==> config.mk <==
export PLATFORM = sky130hd
export DESIGN_NAME = uart_tx_sched
export DESIGN_NICKNAME = d
export VERILOG_FILES = /design/src/rtl/uart_pkg.sv /design/src/rtl/rr_arbiter.sv /design/src/rtl/uart_tx_sched.sv
export SDC_FILE = /design/constraint.sdc
export NUM_CORES = 1
export LEC_CHECK = 0
export CORE_MARGIN = 10
export CORE_UTILIZATION = 52
export DETAILED_ROUTE_END_ITERATION = 10
export PLACE_DENSITY = 0.93
export SLEW_MARGIN = 5
export SYNTH_ARGS = -nofsm -noshare
export SYNTH_HDL_FRONTEND = slang
export SYNTH_HIERARCHICAL = 1
export SYNTH_SLANG_ARGS = --single-unit
==> constraint.sdc <==
create_clock -name CLK -period 6.2 [get_ports CLK]
set_input_delay 1.24 -clock CLK [delete_from_list [all_inputs] [get_ports CLK]]
set_output_delay 1.24 -clock CLK [all_outputs]
set_load 0.1 [all_outputs]
==> src/rtl/uart_pkg.sv <==
`default_nettype none
// ============================================================================
//  Module   : uart_pkg
//  Brief    : Shared UART types: frame mode encoding, TX scheduler state
//             encoding and the mode normalisation helper.
//  Revision : 1.0  initial release
// ============================================================================
package uart_pkg;

    // Field widths shared by the TX scheduler and the serializer datapath
    localparam int c_BYTE_W = 8;
    localparam int c_MODE_W = 2;

    // Frame mode as understood by both the transmitter and the receiver
    typedef enum logic [1:0] {
        MODE_8N1 = 2'b00,
        MODE_8E1 = 2'b01,
        MODE_8O1 = 2'b11
    } mode_t;

    // Scheduler FSM encoding; 2'b11 is unused and recovers to idle
    typedef enum logic [1:0] {
        S_IDLE   = 2'b00,
        S_LAUNCH = 2'b01,
        S_WAIT   = 2'b10
    } sched_state_t;

    // The reserved code 2'b10 is sent as plain 8N1 so the serializer never
    // sees an undefined framing request.
    function automatic mode_t normalize_mode(input logic [1:0] i_mode);
        mode_t v_mode;
        case (i_mode)
            2'b01:   v_mode = MODE_8E1;
            2'b11:   v_mode = MODE_8O1;
            default: v_mode = MODE_8N1;
        endcase
        return v_mode;
    endfunction

endpackage : uart_pkg
`default_nettype wire

==> src/rtl/rr_arbiter.sv <==
`default_nettype none
// ============================================================================
//  Module   : rr_arbiter
//  Brief    : Combinational round-robin arbiter. The pointer names the
//             highest-priority requester; the search wraps modulo N_REQ.
//             Returns a one-hot grant, the winner index and a valid flag.
//  Revision : 1.0  initial release
// ============================================================================
module rr_arbiter #(
    parameter int N_REQ = 4,
    parameter int IDX_W = (N_REQ > 1) ? $clog2(N_REQ) : 1
) (
    input  logic [N_REQ-1:0] i_req,
    input  logic [IDX_W-1:0] i_ptr,
    output logic [N_REQ-1:0] o_gnt,
    output logic [IDX_W-1:0] o_idx,
    output logic             o_valid
);

    // Walk from the pointer upward with wrap and keep the first request seen
    always_comb begin
        logic [IDX_W-1:0] w_pos;
        w_pos   = '0;
        o_gnt   = '0;
        o_idx   = '0;
        o_valid = 1'b0;
        for (int w_off = 0; w_off < N_REQ; w_off++) begin
            w_pos = IDX_W'((int'(i_ptr) + w_off) % N_REQ);
            if (!o_valid && i_req[w_pos]) begin
                o_valid      = 1'b1;
                o_gnt[w_pos] = 1'b1;
                o_idx        = w_pos;
            end
        end
    end

endmodule : rr_arbiter
`default_nettype wire

==> src/rtl/uart_tx_sched.sv <==
`default_nettype none
// ============================================================================
//  Module   : uart_tx_sched
//  Brief    : Shares one UART TX serializer between N_REQ byte producers.
//             Round-robin arbitration, data/mode latched at grant, one-cycle
//             start pulse, completion supervised by a timeout watchdog.
//  Revision : 1.0  initial release
// ============================================================================
module uart_tx_sched
    import uart_pkg::*;
#(
    parameter int N_REQ   = 4,
    parameter int TIMEOUT = 4096
) (
    input  logic                         CLK,
    input  logic                         RST,
    input  logic [N_REQ-1:0]             REQ,
    input  logic [c_BYTE_W*N_REQ-1:0]    REQ_DATA,
    input  logic [c_MODE_W*N_REQ-1:0]    REQ_MODE,
    output logic [N_REQ-1:0]             GNT,
    output logic [N_REQ-1:0]             ACK,
    output logic                         ERR,
    output logic                         TX_START,
    output logic [c_BYTE_W-1:0]          TX_DATA,
    output logic [c_MODE_W-1:0]          TX_MODE,
    input  logic                         TX_BUSY,
    input  logic                         TX_DONE
);

    localparam int                 c_IDX_W    = (N_REQ > 1) ? $clog2(N_REQ) : 1;
    localparam int                 c_TMR_W    = $clog2(TIMEOUT + 1);
    localparam logic [c_TMR_W-1:0] c_TMR_MAX  = c_TMR_W'(TIMEOUT);
    localparam logic [c_IDX_W-1:0] c_IDX_LAST = c_IDX_W'(N_REQ - 1);

    sched_state_t         r_state;
    logic [c_IDX_W-1:0]   r_ptr;
    logic [c_IDX_W-1:0]   r_idx;
    logic [c_TMR_W-1:0]   r_timer;
    logic [N_REQ-1:0]     r_gnt;
    logic [N_REQ-1:0]     r_ack;
    logic                 r_err;
    logic                 r_tx_start;
    logic [c_BYTE_W-1:0]  r_tx_data;
    mode_t                r_tx_mode;

    logic [N_REQ-1:0]     w_arb_gnt;
    logic [c_IDX_W-1:0]   w_arb_idx;
    logic                 w_arb_valid;
    logic [c_TMR_W-1:0]   w_timer_inc;
    logic [c_IDX_W-1:0]   w_ptr_next;
    logic                 w_finish;

    logic [c_BYTE_W-1:0]  w_req_data [N_REQ];
    logic [c_MODE_W-1:0]  w_req_mode [N_REQ];

    // Split the flat request buses into per-requester fields
    for (genvar gi = 0; gi < N_REQ; gi++) begin : g_unpack
        assign w_req_data[gi] = REQ_DATA[c_BYTE_W*gi +: c_BYTE_W];
        assign w_req_mode[gi] = REQ_MODE[c_MODE_W*gi +: c_MODE_W];
    end

    rr_arbiter #(
        .N_REQ (N_REQ),
        .IDX_W (c_IDX_W)
    ) u_arb (
        .i_req   (REQ),
        .i_ptr   (r_ptr),
        .o_gnt   (w_arb_gnt),
        .o_idx   (w_arb_idx),
        .o_valid (w_arb_valid)
    );

    // Saturating watchdog step; the frame aborts on the edge where the
    // incremented value reaches TIMEOUT, i.e. TIMEOUT edges after start.
    assign w_timer_inc = (r_timer == c_TMR_MAX) ? r_timer : r_timer + c_TMR_W'(1);

    // After a completion the requester just served drops to lowest priority
    assign w_ptr_next  = (r_idx == c_IDX_LAST) ? '0 : r_idx + c_IDX_W'(1);

    // A frame ends on TX_DONE or on watchdog expiry; TX_DONE wins a tie
    assign w_finish    = TX_DONE || (w_timer_inc == c_TMR_MAX);

    // Scheduler FSM with all outputs registered; pulses default low each cycle
    always_ff @(posedge CLK) begin
        if (!RST) begin
            r_state    <= S_IDLE;
            r_ptr      <= '0;
            r_idx      <= '0;
            r_timer    <= '0;
            r_gnt      <= '0;
            r_ack      <= '0;
            r_err      <= 1'b0;
            r_tx_start <= 1'b0;
            r_tx_data  <= '0;
            r_tx_mode  <= MODE_8N1;
        end else begin
            r_ack      <= '0;
            r_err      <= 1'b0;
            r_tx_start <= 1'b0;
            case (r_state)
                S_IDLE: begin
                    if (w_arb_valid) begin
                        r_gnt     <= w_arb_gnt;
                        r_idx     <= w_arb_idx;
                        r_tx_data <= w_req_data[w_arb_idx];
                        r_tx_mode <= normalize_mode(w_req_mode[w_arb_idx]);
                        r_state   <= S_LAUNCH;
                    end
                end
                S_LAUNCH: begin
                    // Grant and latched byte are held while the serializer drains
                    if (!TX_BUSY) begin
                        r_tx_start <= 1'b1;
                        r_timer    <= '0;
                        r_state    <= S_WAIT;
                    end
                end
                S_WAIT: begin
                    r_timer <= w_timer_inc;
                    if (w_finish) begin
                        r_ack   <= r_gnt;
                        r_err   <= !TX_DONE;
                        r_gnt   <= '0;
                        r_ptr   <= w_ptr_next;
                        r_state <= S_IDLE;
                    end
                end
                default: begin
                    r_gnt   <= '0;
                    r_state <= S_IDLE;
                end
            endcase
        end
    end

    assign GNT      = r_gnt;
    assign ACK      = r_ack;
    assign ERR      = r_err;
    assign TX_START = r_tx_start;
    assign TX_DATA  = r_tx_data;
    assign TX_MODE  = r_tx_mode;

endmodule : uart_tx_sched
`default_nettype wire

==> results of run 1 <==
==> layout by cell type (no fill, tap or decap), types with 2 or more instances in the layout <==
cell                              Yosys  layout
sky130_fd_sc_hd__o21ai_1              3       3
sky130_fd_sc_hd__mux4_1               2       2
sky130_fd_sc_hd__a22o_1               4       4
sky130_fd_sc_hd__a22oi_1             10      10
sky130_fd_sc_hd__a41oi_1              2       2
sky130_fd_sc_hd__a21oi_1             23      23
sky130_fd_sc_hd__clkdlybuf4s50_1      0      67
sky130_fd_sc_hd__mux4_2              12      12
sky130_fd_sc_hd__nor3_1               6       6
sky130_fd_sc_hd__mux2i_1              2       2
sky130_fd_sc_hd__and2_1               5       5
sky130_fd_sc_hd__or4b_1               3       3
sky130_fd_sc_hd__inv_1               10      10
sky130_fd_sc_hd__mux2_2               2       2
sky130_fd_sc_hd__nand2_1             39      39
sky130_fd_sc_hd__xnor2_1              3       3
sky130_fd_sc_hd__nand4_1              5       5
sky130_fd_sc_hd__clkbuf_8             0       6
sky130_fd_sc_hd__dfxtp_1             39      39
sky130_fd_sc_hd__nor4b_1              2       2
sky130_fd_sc_hd__nor2_1              24      24
sky130_fd_sc_hd__and3_1               5       5
sky130_fd_sc_hd__nand2b_1             7       7
sky130_fd_sc_hd__o2bb2ai_1            2       2
sky130_fd_sc_hd__o21ai_0             13      13
sky130_fd_sc_hd__nand3_1              6       6
sky130_fd_sc_hd__ha_1                 8       8
sky130_fd_sc_hd__nor4_1               5       5
==> critical path, delay by kind of cell <==
kind | cells | cell delay [ns]
AND/OR/NAND/NOR | 2 | 0.46
multiplexers | 2 | 1.06
AO/OA/AOI/OAI | 2 | 0.64
buffers and inverters | 1 | 0.48
==> layout make-up <==
type                    count  share of cell area, %
repair buffers             68                   20.8
multi-input cells         218                   48.2
clock inverters             2                   1.19
flip-flops and latches     39                   24.0
well taps                  54                   2.08
clock buffers               6                   2.54
inverters                  10                   1.15
==> registers in the layout, indices dropped and copies added (netlist names) <==
| signal | count |
|---|---|
| r_state | 2 |
| TX_START | 1 |
| r_idx | 2 |
| ACK | 4 |
| r_timer | 13 |
| TX_MODE | 2 |
| TX_DATA | 8 |
| ERR | 1 |
| r_ptr | 2 |
| GNT | 4 |
==> cells in the mapped netlist (3+ instances only) <==
library cell	instances	area share, %
sky130_fd_sc_hd__buf_6	3	1.4
sky130_fd_sc_hd__inv_1	10	1.5
sky130_fd_sc_hd__mux4_2	12	11
sky130_fd_sc_hd__nand2_1	39	5.9
sky130_fd_sc_hd__o21ai_0	13	2.6
sky130_fd_sc_hd__nor2_1	24	3.6
sky130_fd_sc_hd__nand2b_1	7	1.8
sky130_fd_sc_hd__a22o_1	4	1.4
sky130_fd_sc_hd__a22oi_1	10	3.0
sky130_fd_sc_hd__nand3_1	6	1.2
sky130_fd_sc_hd__nand4_1	5	1.3
sky130_fd_sc_hd__a21oi_1	23	4.6
sky130_fd_sc_hd__xnor2_1	3	1.1
sky130_fd_sc_hd__buf_2	4	0.81
sky130_fd_sc_hd__and2_1	5	1.3
sky130_fd_sc_hd__or4b_1	3	1.2
sky130_fd_sc_hd__o21ai_1	3	0.60
sky130_fd_sc_hd__clkbuf_1	12	1.8
sky130_fd_sc_hd__ha_1	8	4.0
sky130_fd_sc_hd__nor4_1	5	1.3
sky130_fd_sc_hd__and3_1	5	1.3
sky130_fd_sc_hd__dfxtp_1	39	31
sky130_fd_sc_hd__nor3_1	6	1.2
==> where the power goes <==
| group | internal, mW | leakage (nW) | switching, mW |
|---|---|---|---|
| sequential | 0.264 | 0.317 | 0.00963 |
| clock | 0.132 | 0.0618 | 0.0964 |
| combinational | 0.0849 | 0.786 | 0.141 |
| total | 0.481 | 1.16 | 0.247 |
==> cells by family (layout without fill, tap and decap cells) <==
family	Yosys count	after routing	share of synthesized area (%)
adder cells (fa/ha/maj)	8	8	4.03
flip-flops	39	39	31.4
AND/OR/NAND/NOR	113	113	23.1
multiplexers	18	18	14.7
XOR/XNOR	4	4	1.41
buffers and inverters	30	86	5.64
AO/OA/AOI/OAI	75	75	19.7
==> through the flow <==
| step | instance area, um^2 | hold slack, ns | util, % | worst slack [ns] |
|---|---|---|---|---|
| after floorplan | 2490 | 0.440 | - | 2.52 |
| after global placement | 3130 | 0.441 | 66.8 | 2.29 |
| after detailed placement | 3130 | 0.453 | 66.8 | 2.19 |
| after CTS | 3260 | 0.464 | 69.4 | 2.50 |
| after global routing | 3260 | 0.474 | 69.4 | 2.38 |
| final | 3260 | 0.461 | 69.4 | 2.48 |
==> layer usage <==
layer	part of all wire, %	vias up
met3	8.5	8
met1	39	1109
li1	-	1175
met4	0.81	0
met2	52	82
met5	0	-
==> worst paths after layout <==
kind	cells after the start	end	slack, ns
max	7	TX_MODE[1]$_SDFFE_PN0P_	2.48
min	2	TX_DATA[5]$_SDFFE_PN0P_	0.46
max reg2reg	10	TX_MODE[1]$_SDFFE_PN0P_	2.86
min reg2reg	2	TX_DATA[5]$_SDFFE_PN0P_	0.46
==> load_flow_metrics.sql, run 1 <==
INSERT INTO impl_metrics (metric_group, metric, value, unit) VALUES
('critical_path', 'worst_setup_path_startpoint', 'REQ[3]', ''),
('placement', 'port-buffer-count', '67', ''),
('detailed_routing', 'drt_iter0_drc', '153', ''),
('sta', 'final_clock_period_utilization_by_the_worst_path', '59.9', '%'),
('grt', 'grt.met1_usage', '18.1', '%'),
('power', 'irDropWorstVdd', '0.000117', 'V'),
('cts', 'cts_resized', '0', ''),
('detailed_routing', 'drt_pass1_iterations', '4', ''),
('power', 'static_leakage_power', '1.16', 'nW'),
('power', 'overall_power', '0.728', 'mW'),
('detailed_routing', 'post-route-drc-count', '0', ''),
('sta', 'finalSetupViolCount', '0', ''),
('cts', 'clk_pin_slew', '0.08', 'ns'),
('detailed_routing', 'postRouteWirelength', '6.53', 'mm'),
('power', 'power_per_cell_area', '224', 'mW/mm^2'),
('detailed_routing', 'ant_nets', '0', ''),
('cts', 'cts_made_buffers', '5', ''),
('critical_path', 'required', '6.36', 'ns'),
('grt', 'grt.busiest_layer', 'met2', ''),
('grt', 'number_of_antenna_violations_at_the_first_check_in_global_routing', '0', ''),
('cts', 'clock_tree.root_cell', 'sky130_fd_sc_hd__clkbuf_8', ''),
('sta', 'final_hold_vios', '0', ''),
('sta', 'pins_over_their_slew_limit', '0', ''),
('critical_path', 'critPathMaxFanout', '13', ''),
('grt', 'gr-usage-met3', '6.65', '%'),
('die', 'floorplan_core_area', '0.00469', 'mm^2'),
('synth', 'post_synth_inst_count', '287', ''),
('sta', 'clock-skew-final', '0.00970', 'ns'),
('cts', 'post-cts-setup-buffer-count', '0', ''),
('critical_path', 'worst-endpoint-arrival', '3.87', 'ns'),
('final_layout', 'syn2layout_area_growth', '31.0', '%'),
('final_layout', 'final-instance-count-excl-fill', '397', ''),
('grt', 'grt_first_pass_wirelength', '10.9', 'mm'),
('placement', 'post-place-cells', '389', ''),
('synth', 'synthesis.nets', '343', ''),
('critical_path', 'crit_type', 'input pin to flip-flop', ''),
('synth', 'synth.yosys.seq_area_share', '31.4', '%'),
('sta', 'rsz_0062_raised_after_global_routing', 'false', ''),
('critical_path', 'worst_reg2reg_startpoint', 'r_ptr[0]$_SDFFE_PN0P_', ''),
('final_layout', 'final_layout_size_suffix_gt1_share', '7.87', '%'),
('die', 'design.die.area', '0.00795', 'mm^2'),
('synth', 'synth_flop_cell', 'sky130_fd_sc_hd__dfxtp_1', ''),
('synth', 'synth_cell_type_count', '54', ''),
('outcome', 'status', 'complete, no violations', ''),
('detailed_routing', 'route.detailed.vias_per_inst', '5.98', ''),
('cts', 'tritoncts', 'done', ''),
('cts', 'cts.sinks', '39', ''),
('critical_path', 'timing.critical_path.cells', 'clkdlybuf4s50_1 > mux4_2 > nor3_1 > a32o_1 > mux4_2 > nand3_1 > a21oi_1', ''),
('cts', 'cts-hold-fix-buffers', '0', ''),
('die', 'io_pins', '68', ''),
('synth', 'synth.cell_area', '0.00249', 'mm^2'),
('synth', 'number_of_enable_flip_flop_cells_after_synthesis', '0', ''),
('synth', 'synth-warning-count', '6', ''),
('die', 'num_rows', '25', ''),
('cts', 'clockBufferDepth', '2', ''),
('final_layout', 'layout.nets', '398', ''),
('synth', 'synth_area_per_cell', '8.66', 'um^2'),
('grt', 'first_global_vias', '2339', ''),
('critical_path', 'timing.critical_path.from_type', 'input pin', ''),
('final_layout', 'fill_cells', '362', ''),
('die', 'die_height', '89.1', 'um'),
('final_layout', 'ff_latch_area', '781', 'um^2'),
('grt', 'grt_util_all_layers', '17.1', '%'),
('critical_path', 'end_kind', 'flip-flop', ''),
('sta', 'tns_setup', '0', 'ns'),
('cts', 'clock_insertion_delay_worst_skew', '0.30', 'ns'),
('worst_hold_path', 'worst_hold_startpoint', 'TX_DATA[5]$_SDFFE_PN0P_', ''),
('sta', 'worst_slew_pin_slew', '0.995', 'ns'),
('critical_path', 'cp_slowest_stage_delay', '0.65', 'ns'),
('die', 'initial_core_util', '53.0', '%'),
('detailed_routing', 'routed-via-count', '2374', '');
Power figures use the tool's default switching activity.
==> run 2: changes to the inputs <==
--- a/config.mk
+++ b/config.mk
@@ -6,9 +6,9 @@
 export NUM_CORES = 1
 export LEC_CHECK = 0
 export CORE_MARGIN = 10
-export CORE_UTILIZATION = 52
+export CORE_UTILIZATION = 49
 export DETAILED_ROUTE_END_ITERATION = 10
-export PLACE_DENSITY = 0.93
+export PLACE_DENSITY = 0.89
 export SLEW_MARGIN = 5
 export SYNTH_ARGS = -nofsm -noshare
 export SYNTH_HDL_FRONTEND = slang
==> constraint.sdc (replaced) <==
create_clock -name CLK -period 3.7 [get_ports CLK]
set_input_delay 0.74 -clock CLK [delete_from_list [all_inputs] [get_ports CLK]]
set_output_delay 0.74 -clock CLK [all_outputs]
set_load 0.1 [all_outputs]
==> run 2 against run 1 <==
Net effect: clock power up 52%; cell count rose by 3.5%; setup slack worse by 1.9 ns; combinational power rose by 67%; sequential cell count unchanged.
==> load_flow_metrics.sql, run 2 (synthesis gave the netlist of run 1 again) <==
INSERT INTO impl_metrics (metric_group, metric, value, unit) VALUES
('outcome', 'status', 'complete, no violations', ''),
('power', 'power.switching', '0.397', 'mW'),
('power', 'irDropWorstVdd', '0.000210', 'V'),
('critical_path', 'cp_slowest_cell', 'sky130_fd_sc_hd__mux4_2', ''),
('detailed_routing', 'drt_pass1_iterations', '5', ''),
('final_layout', 'layout_common_cells', 'sky130_fd_sc_hd__clkdlybuf4s50_1 (67), sky130_fd_sc_hd__dfxtp_1 (39), sky130_fd_sc_hd__nand2_1 (39), sky130_fd_sc_hd__nor2_1 (24), sky130_fd_sc_hd__a21oi_1 (23)', ''),
('cts', 'cts-hold-fix-buffers', '0', ''),
('final_layout', 'finish.instance_area', '0.00327', 'mm^2'),
('final_layout', 'antenna-diode-count', '0', ''),
('sta', 'slew_headroom', '33.5', '%'),
('grt', 'grt_first_pass_wirelength', '10.5', 'mm'),
('detailed_routing', 'postRouteWirelength', '6.08', 'mm'),
('placement', 'detailed_place_hpwl', '4.69', 'mm'),
('worst_hold_path', 'min-delay-path-class', 'flip-flop to flip-flop', ''),
('critical_path', 'end_kind', 'flip-flop', ''),
('detailed_routing', 'post-route-drc-count', '0', ''),
('detailed_routing', 'routed-via-count', '2368', ''),
('sta', 'finalSetupViolCount', '0', ''),
('sta', 'final_clock_period_utilization_by_the_worst_path', '85.2', '%'),
('sta', 'fmax', '0.317', 'GHz'),
('die', 'initial_core_util', '51.6', '%'),
('die', 'die_extent_in_x', '91.2', 'um'),
('critical_path', 'cp_slowest_stage_delay', '0.65', 'ns'),
('die', 'num_rows', '25', ''),
('sta', 'final_hold_vios', '0', ''),
('power', 'power_frac_clock', '29.5', '%'),
('power', 'p_int', '0.785', 'mW'),
('critical_path', 'timing.critical_path.from_type', 'input pin', ''),
('critical_path', 'worst_path_dominant_cell_family', 'multiplexers', ''),
('die', 'io_pins', '68', ''),
('final_layout', 'final-instance-count-excl-fill', '411', ''),
('cts', 'cts_resized', '0', ''),
('cts', 'cts.htree.levels', '2', ''),
('cts', 'clockBufferDepth', '2', ''),
('sta', 'finalCriticalPeriod', '3.15', 'ns'),
('critical_path', 'timing.critical_path.cells', 'clkdlybuf4s50_1 > mux4_2 > nor4b_4 > nor2_1 > a32o_1 > mux4_2 > nand3_1 > a21oi_1', ''),
('sta', 'fin_worst_hold_slack', '0.456', 'ns'),
('sta', 'worst_slew_pin_slew', '0.994', 'ns'),
('placement', 'post-place-cells', '403', ''),
('sta', 'pins_over_their_slew_limit', '0', ''),
('flow_run', 'maxCapViolCount', '0', ''),
('detailed_routing', 'drt_iter0_drc', '156', ''),
('detailed_routing', 'routedWlPerCell', '14.8', 'um'),
('final_layout', 'multi_input_comb_area', '0.00157', 'mm^2'),
('final_layout', 'register_containing_the_most_flip_flops_in_the_final_layout', 'r_timer', ''),
('placement', 'port-buffer-count', '67', ''),
('cts', 'cts_made_buffers', '5', ''),
('final_layout', 'layout.cells.most_common', 'sky130_fd_sc_hd__clkdlybuf4s50_1', ''),
('cts', 'post-cts-setup-buffer-count', '0', ''),
('final_layout', 'final_layout_size_suffix_gt1_share', '8.14', '%'),
('critical_path', 'worst-endpoint-arrival', '3.30', 'ns'),
('cts', 'clock_tree.root_cell', 'sky130_fd_sc_hd__clkbuf_8', ''),
('grt', 'grt.overflow.total', '0', ''),
('power', 'power_per_cell_area', '362', 'mW/mm^2'),
('final_layout', 'ff_latch_area', '781', 'um^2'),
('sta', 'clock-skew-final', '0.00688', 'ns'),
('power', 'static_leakage_power', '1.17', 'nW'),
('critical_path', 'critPathMaxFanout', '13', ''),
('power', 'share_comb_of_total_power', '31.8', '%'),
('cts', 'tritoncts', 'done', ''),
('cts', 'clock_insertion_delay_worst_skew', '0.29', 'ns'),
('grt', 'grt_max_degree', '25', ''),
('final_layout', 'largest_reg_flops', '13', ''),
('die', 'design.die.area', '0.00832', 'mm^2'),
('die', 'floorplan_core_area', '0.00482', 'mm^2'),
('grt', 'grt_util_all_layers', '14.6', '%'),
('critical_path', 'crit_type', 'input pin to flip-flop', ''),
('final_layout', 'fill_cells', '386', ''),
('power', 'power.share.sequential', '38.6', '%'),
('grt', 'first_global_vias', '2370', ''),
('detailed_routing', 'ant_nets', '0', ''),
('grt', 'number_of_antenna_violations_at_the_first_check_in_global_routing', '0', ''),
('placement', 'post_dp_cell_area', '0.00316', 'mm^2'),
('die', 'die_height', '91.2', 'um'),
('final_layout', 'layout.nets', '399', ''),
('power', 'overall_power', '1.18', 'mW'),
('sta', 'tns_setup', '0', 'ns'),
('cts', 'cts.sinks', '39', ''),
('final_layout', 'syn2layout_area_growth', '31.6', '%'),
('sta', 'rsz_0062_raised_after_global_routing', 'false', ''),
('power', 'swShare', '33.6', '%'),
('critical_path', 'timing.critical_path.buf_inv', '1', ''),
('critical_path', 'crit_top_cell', 'sky130_fd_sc_hd__mux4_2', ''),
('detailed_routing', 'route.detailed.vias_per_inst', '5.76', ''),
('cts', 'clk_pin_slew', '0.08', 'ns'),
('placement', 'globalplace.congestion', '0.930', ''),
('critical_path', 'required', '3.85', 'ns');
run 2: routing by layer:
metal	vias to the layer above	share of wire (%)	track usage (%)
li1	1181	-	-
met1	1080	41	16.1
met2	99	47	24.8
met3	8	10	6.58
met4	0	1.1	4.18
met5	-	0	0
run 2: final timing paths:
| path | startpoint | end | slack, ns | cells past startpoint |
|---|---|---|---|---|
| hold / removal | TX_DATA[4]$_SDFFE_PN0P_ | TX_DATA[4]$_SDFFE_PN0P_ | 0.46 | 2 |
| hold reg to reg | TX_DATA[4]$_SDFFE_PN0P_ | TX_DATA[4]$_SDFFE_PN0P_ | 0.46 | 2 |
| setup / recovery | REQ[3] | TX_MODE[1]$_SDFFE_PN0P_ | 0.55 | 8 |
| setup reg to reg | r_ptr[1]$_SDFFE_PN0P_ | TX_MODE[1]$_SDFFE_PN0P_ | 0.60 | 8 |
run 2: power groups by stage:
stage	Combinational [mW]	Clock (mW)	Sequential [mW]
after floorplan	0.139	0	0.591
after global placement	0.371	0	0.465
after detailed placement	0.377	0	0.466
after CTS	0.378	0.355	0.457
after global routing	0.403	0.371	0.459
final	0.377	0.349	0.457
run 2: worst min-delay path: stages, from the launching register on:
cell                      delay (ns)
sky130_fd_sc_hd__dfxtp_1        0.31
sky130_fd_sc_hd__nand2_1        0.05
sky130_fd_sc_hd__a21oi_1        0.05
run 2: through the flow:
step / setup WS [ns] / util (%)
6_report: 0.548 / 67.9
5_1_grt: 0.402 / 67.9
4_1_cts: 0.566 / 67.9
3_5_place_dp: 0.248 / 65.6
3_3_place_gp: 0.323 / 65.6
2_1_floorplan: 0.525 / -
run 2: final cells by class:
| class | instances | share of cell area, % |
|---|---|---|
| inverters | 10 | 1.15 |
| clock inverters | 3 | 1.34 |
| clock buffers | 5 | 2.10 |
| repair buffers | 69 | 21.0 |
| well taps | 67 | 2.56 |
| flip-flops and latches | 39 | 23.9 |
| multi-input cells | 218 | 48.0 |
==> run 3: changes to the inputs <==
--- a/config.mk
+++ b/config.mk
@@ -9,8 +9,8 @@
 export CORE_UTILIZATION = 49
 export DETAILED_ROUTE_END_ITERATION = 10
 export PLACE_DENSITY = 0.89
+export SKIP_LAST_GASP = 1
 export SLEW_MARGIN = 5
 export SYNTH_ARGS = -nofsm -noshare
 export SYNTH_HDL_FRONTEND = slang
-export SYNTH_HIERARCHICAL = 1
 export SYNTH_SLANG_ARGS = --single-unit
==> constraint.sdc (replaced) <==
create_clock -name CLK -period 3.7 [get_ports CLK]
set_input_delay 1.11 -clock CLK [delete_from_list [all_inputs] [get_ports CLK]]
set_output_delay 1.11 -clock CLK [all_outputs]
set_load 0.1 [all_outputs]
==> run 3 against run 2 <==
Net effect: wire length is 24% higher; first-iteration DRC count is 42% higher; cell count is 9.2% higher; highest routed layer unchanged; critical path type unchanged; clock-buffer cell count stayed put; sequential share of layout area is 0.66 points lower; critical endpoint is now TX_DATA[5]$_SDFFE_PN0P_.
==> load_flow_metrics.sql, run 3 <==
INSERT INTO impl_metrics (metric_group, metric, value, unit) VALUES
('synth', 'synth_async_sr_flop_share', '0', '%'),
('critical_path', 'worst_reg2reg_startpoint', 'r_ptr[0]$_SDFFE_PN0P_', ''),
('detailed_routing', 'drt_pass1_iterations', '4', ''),
('detailed_routing', 'post-route-drc-count', '0', ''),
('detailed_routing', 'routed-via-count', '2648', ''),
('cts', 'cts.htree.levels', '2', ''),
('grt', 'number_of_antenna_violations_at_the_first_check_in_global_routing', '0', ''),
('placement', 'globalplace.congestion', '0.885', ''),
('placement', 'post_dp_cell_area', '0.00325', 'mm^2'),
('final_layout', 'ff_latch_area', '781', 'um^2'),
('synth', 'synth_flop_cell', 'sky130_fd_sc_hd__dfxtp_1', ''),
('sta', 'postLayoutSetupSlackWorst', '0.259', 'ns'),
('power', 'irDropWorstVdd', '0.000222', 'V'),
('critical_path', 'worst-endpoint-arrival', '3.59', 'ns'),
('critical_path', 'end_kind', 'flip-flop', ''),
('final_layout', 'final-instance-count-excl-fill', '449', ''),
('cts', 'tritoncts', 'done', ''),
('detailed_routing', 'drt_iter0_drc', '222', ''),
('critical_path', 'worst_setup_path_endpoint', 'TX_DATA[5]$_SDFFE_PN0P_', ''),
('die', 'floorplan_core_area', '0.00507', 'mm^2'),
('flow_run', 'maxCapViolCount', '0', ''),
('grt', 'grt_max_degree', '18', ''),
('sta', 'clock-skew-final', '0.0114', 'ns'),
('sta', 'final_hold_vios', '0', ''),
('final_layout', 'multi_input_comb_area', '0.00163', 'mm^2'),
('synth', 'yosysTopAreaCellShare', '30.5', '%'),
('synth', 'synth_area_per_cell', '8.21', 'um^2'),
('critical_path', 'required', '3.85', 'ns'),
('synth', 'post_synth_inst_count', '312', ''),
('synth', 'yosys_register_bits', '39', ''),
('cts', 'cts_resized', '0', ''),
('synth', 'post-synth-top-area-cell', 'sky130_fd_sc_hd__dfxtp_1', ''),
('sta', 'fin_worst_hold_slack', '0.484', 'ns'),
('synth', 'yosys-top-cells-count', 'sky130_fd_sc_hd__dfxtp_1 (39), sky130_fd_sc_hd__nor2_1 (30), sky130_fd_sc_hd__o21ai_0 (25)', ''),
('cts', 'cts.sinks', '39', ''),
('placement', 'detailed_place_hpwl', '5.82', 'mm'),
('die', 'design.die.area', '0.00852', 'mm^2'),
('synth', 'ys_top_cells_by_area', 'sky130_fd_sc_hd__dfxtp_1 (30%), sky130_fd_sc_hd__mux2i_1 (6.6%), sky130_fd_sc_hd__ha_1 (4.9%), sky130_fd_sc_hd__o21ai_0 (4.9%), sky130_fd_sc_hd__nor2_1 (4.4%)', ''),
('grt', 'grt.overflow.total', '0', ''),
('cts', 'cts-hold-fix-buffers', '0', ''),
('sta', 'rsz_0062_raised_after_global_routing', 'false', ''),
('sta', 'finalSetupViolCount', '0', ''),
('grt', 'first_global_vias', '2587', ''),
('sta', 'pins_over_their_slew_limit', '0', ''),
('final_layout', 'fill_cells', '431', ''),
('cts', 'clk_pin_slew', '0.08', 'ns'),
('detailed_routing', 'route.detailed.vias_per_inst', '5.90', ''),
('die', 'io_pins', '68', ''),
('synth', 'synth.cell_area', '0.00256', 'mm^2'),
('sta', 'fmax', '0.291', 'GHz'),
('grt', 'grt_util_all_layers', '17.1', '%'),
('synth', 'synth-warning-count', '0', ''),
('placement', 'post-place-cells', '441', ''),
('final_layout', 'largest_reg_flops', '13', ''),
('power', 'power_frac_clock', '30.4', '%'),
('synth', 'synth.yosys.seq_area_share', '30.5', '%'),
('die', 'die_height', '92.3', 'um'),
('sta', 'finalCriticalPeriod', '3.44', 'ns'),
('die', 'die_extent_in_x', '92.3', 'um'),
('power', 'static_leakage_power', '1.31', 'nW'),
('detailed_routing', 'routedWlPerCell', '16.8', 'um'),
('critical_path', 'reg_to_reg_end', 'TX_DATA[5]$_SDFFE_PN0P_', ''),
('cts', 'cts_made_buffers', '5', ''),
('synth', 'number_of_enable_flip_flop_cells_after_synthesis', '0', ''),
('critical_path', 'reg2reg_depth', '8', ''),
('synth', 'yosys.cell_count.top_type', 'sky130_fd_sc_hd__dfxtp_1', ''),
('cts', 'clock_tree.root_cell', 'sky130_fd_sc_hd__clkbuf_8', ''),
('final_layout', 'final_layout_size_suffix_gt1_share', '12.7', '%'),
('worst_hold_path', 'min-delay-path-class', 'flip-flop to flip-flop', ''),
('power', 'power.share.sequential', '38.9', '%'),
('power', 'power.switching', '0.403', 'mW'),
('final_layout', 'syn2layout_area_growth', '31.3', '%'),
('synth', 'synthesis.nets', '370', ''),
('sta', 'slew_headroom', '44.1', '%'),
('sta', 'final_clock_period_utilization_by_the_worst_path', '93.0', '%'),
('final_layout', 'antenna-diode-count', '0', ''),
('critical_path', 'worst_setup_path_startpoint', 'REQ[0]', ''),
('cts', 'clock_insertion_delay_worst_skew', '0.29', 'ns'),
('power', 'share_comb_of_total_power', '30.8', '%'),
('die', 'initial_core_util', '50.5', '%'),
('final_layout', 'finish.instance_area', '0.00336', 'mm^2'),
('critical_path', 'critPathMaxFanout', '16', ''),
('outcome', 'status', 'complete, no violations', ''),
('cts', 'clockBufferDepth', '2', ''),
('power', 'power_per_cell_area', '349', 'mW/mm^2'),
('power', 'p_int', '0.771', 'mW'),
('critical_path', 'reg2reg_setup_slack', '0.34', 'ns'),
('placement', 'port-buffer-count', '67', ''),
('synth', 'synth_cell_type_count', '54', ''),
('placement', 'dp_slack', '-0.0176', 'ns'),
('detailed_routing', 'ant_nets', '0', ''),
('final_layout', 'layout_common_cells', 'sky130_fd_sc_hd__clkdlybuf4s50_1 (47), sky130_fd_sc_hd__dfxtp_1 (39), sky130_fd_sc_hd__buf_4 (32), sky130_fd_sc_hd__nor2_1 (30), sky130_fd_sc_hd__o21ai_0 (25)', ''),
('final_layout', 'layout.nets', '436', ''),
('sta', 'worst_slew_pin_slew', '0.837', 'ns'),
('critical_path', 'timing.critical_path.from_type', 'input pin', ''),
('detailed_routing', 'postRouteWirelength', '7.56', 'mm'),
('power', 'swShare', '34.3', '%'),
('grt', 'grt_first_pass_wirelength', '12.3', 'mm'),
('cts', 'post-cts-setup-buffer-count', '0', ''),
('final_layout', 'layout.cells.most_common', 'sky130_fd_sc_hd__clkdlybuf4s50_1', ''),
('final_layout', 'register_containing_the_most_flip_flops_in_the_final_layout', 'r_timer', ''),
('critical_path', 'crit_type', 'input pin to flip-flop', ''),
('die', 'num_rows', '26', ''),
('final_layout', 'layout.core_utilization', '66.3', '%');
-- run 3: cell count changes after synthesis, moves of 6 or more --
cell                       previous run  this run
sky130_fd_sc_hd__a21oi_1             23        13
sky130_fd_sc_hd__mux2i_1              2        17
sky130_fd_sc_hd__mux4_2              12         3
sky130_fd_sc_hd__nand2_1             39        23
sky130_fd_sc_hd__nand3_1              6        19
sky130_fd_sc_hd__nor2_1              24        30
sky130_fd_sc_hd__nor3_1               6        12
sky130_fd_sc_hd__o21ai_0             13        25
sky130_fd_sc_hd__o221ai_1             0         8
-- run 3: through the flow --
| stage | TNS (ns) | total power [mW] |
|---|---|---|
| 6_report | 0 | 1.17 |
| 3_3_place_gp | 0 | 0.818 |
| 3_5_place_dp | -0.0358 | 0.825 |
| 2_1_floorplan | 0 | 0.713 |
| 4_1_cts | 0 | 1.18 |
| 5_1_grt | 0 | 1.22 |
-- run 3: how the worst min path moves through the flow --
stage                                  startpoint                 endpoint  slack (ns)  cells past startpoint
after global placement    TX_DATA[5]$_SDFFE_PN0P_  TX_DATA[5]$_SDFFE_PN0P_        0.47                      2
after CTS                     GNT[0]$_SDFFE_PN0P_        ACK[0]$_SDFF_PN0_        0.48                      2
final                         GNT[1]$_SDFFE_PN0P_        ACK[1]$_SDFF_PN0_        0.48                      2
after floorplan             r_idx[0]$_SDFFE_PN0P_    r_idx[0]$_SDFFE_PN0P_        0.45                      2
after detailed placement      GNT[0]$_SDFFE_PN0P_        ACK[0]$_SDFF_PN0_        0.47                      2
after global routing      TX_MODE[0]$_SDFFE_PN0P_  TX_MODE[0]$_SDFFE_PN0P_        0.51                      2
-- run 3: cell type report --
| type | count | share of cell area [%] |
|---|---|---|
| well taps | 70 | 2.60 |
| clock buffers | 5 | 2.05 |
| flip-flops and latches | 39 | 23.2 |
| clock inverters | 3 | 1.30 |
| multi-input cells | 243 | 48.6 |
| inverters | 10 | 1.12 |
| repair buffers | 79 | 21.1 |
-- run 3: logic make-up (layout without fill, tap and decap cells) --
kind of cell,count (synthesis),in the layout,share of synthesized area (%)
and+or+nand+nor,124,124,24.7
AOI/OAI and AO/OA,85,85,23.5
DFF,39,39,30.5
buffers and inverters,30,97,5.72
muxes,21,21,9.72
adders and majority gates,10,10,4.89
xor gates and xnor gates,3,3,1.03
-- run 3: metal layers --
metal | track usage, % | share of wire [%] | wire length (um)
met1 | 18.6 | 38 | 2870
met2 | 33.4 | 58 | 4350
met4 | 4.11 | 0.38 | 29
met5 | 0 | 0 | 0
met3 | 2.91 | 4.0 | 304
-- run 3: critical path, stage by stage --
cell                              delay (ns)
sky130_fd_sc_hd__clkdlybuf4s50_1        0.57
sky130_fd_sc_hd__mux4_2                 0.53
sky130_fd_sc_hd__nor2b_1                0.15
sky130_fd_sc_hd__or4_1                  0.59
sky130_fd_sc_hd__nand2_8                0.25
sky130_fd_sc_hd__mux2i_1                0.23
sky130_fd_sc_hd__o221ai_1               0.15
-- run 3: power by group through the flow --
stage	combinational, mW	clock [mW]	sequential, mW
floorplan	0.131	0	0.582
global placement	0.353	0	0.465
detailed placement	0.360	0	0.465
CTS	0.361	0.359	0.456
global route	0.382	0.376	0.459
finish	0.361	0.356	0.456
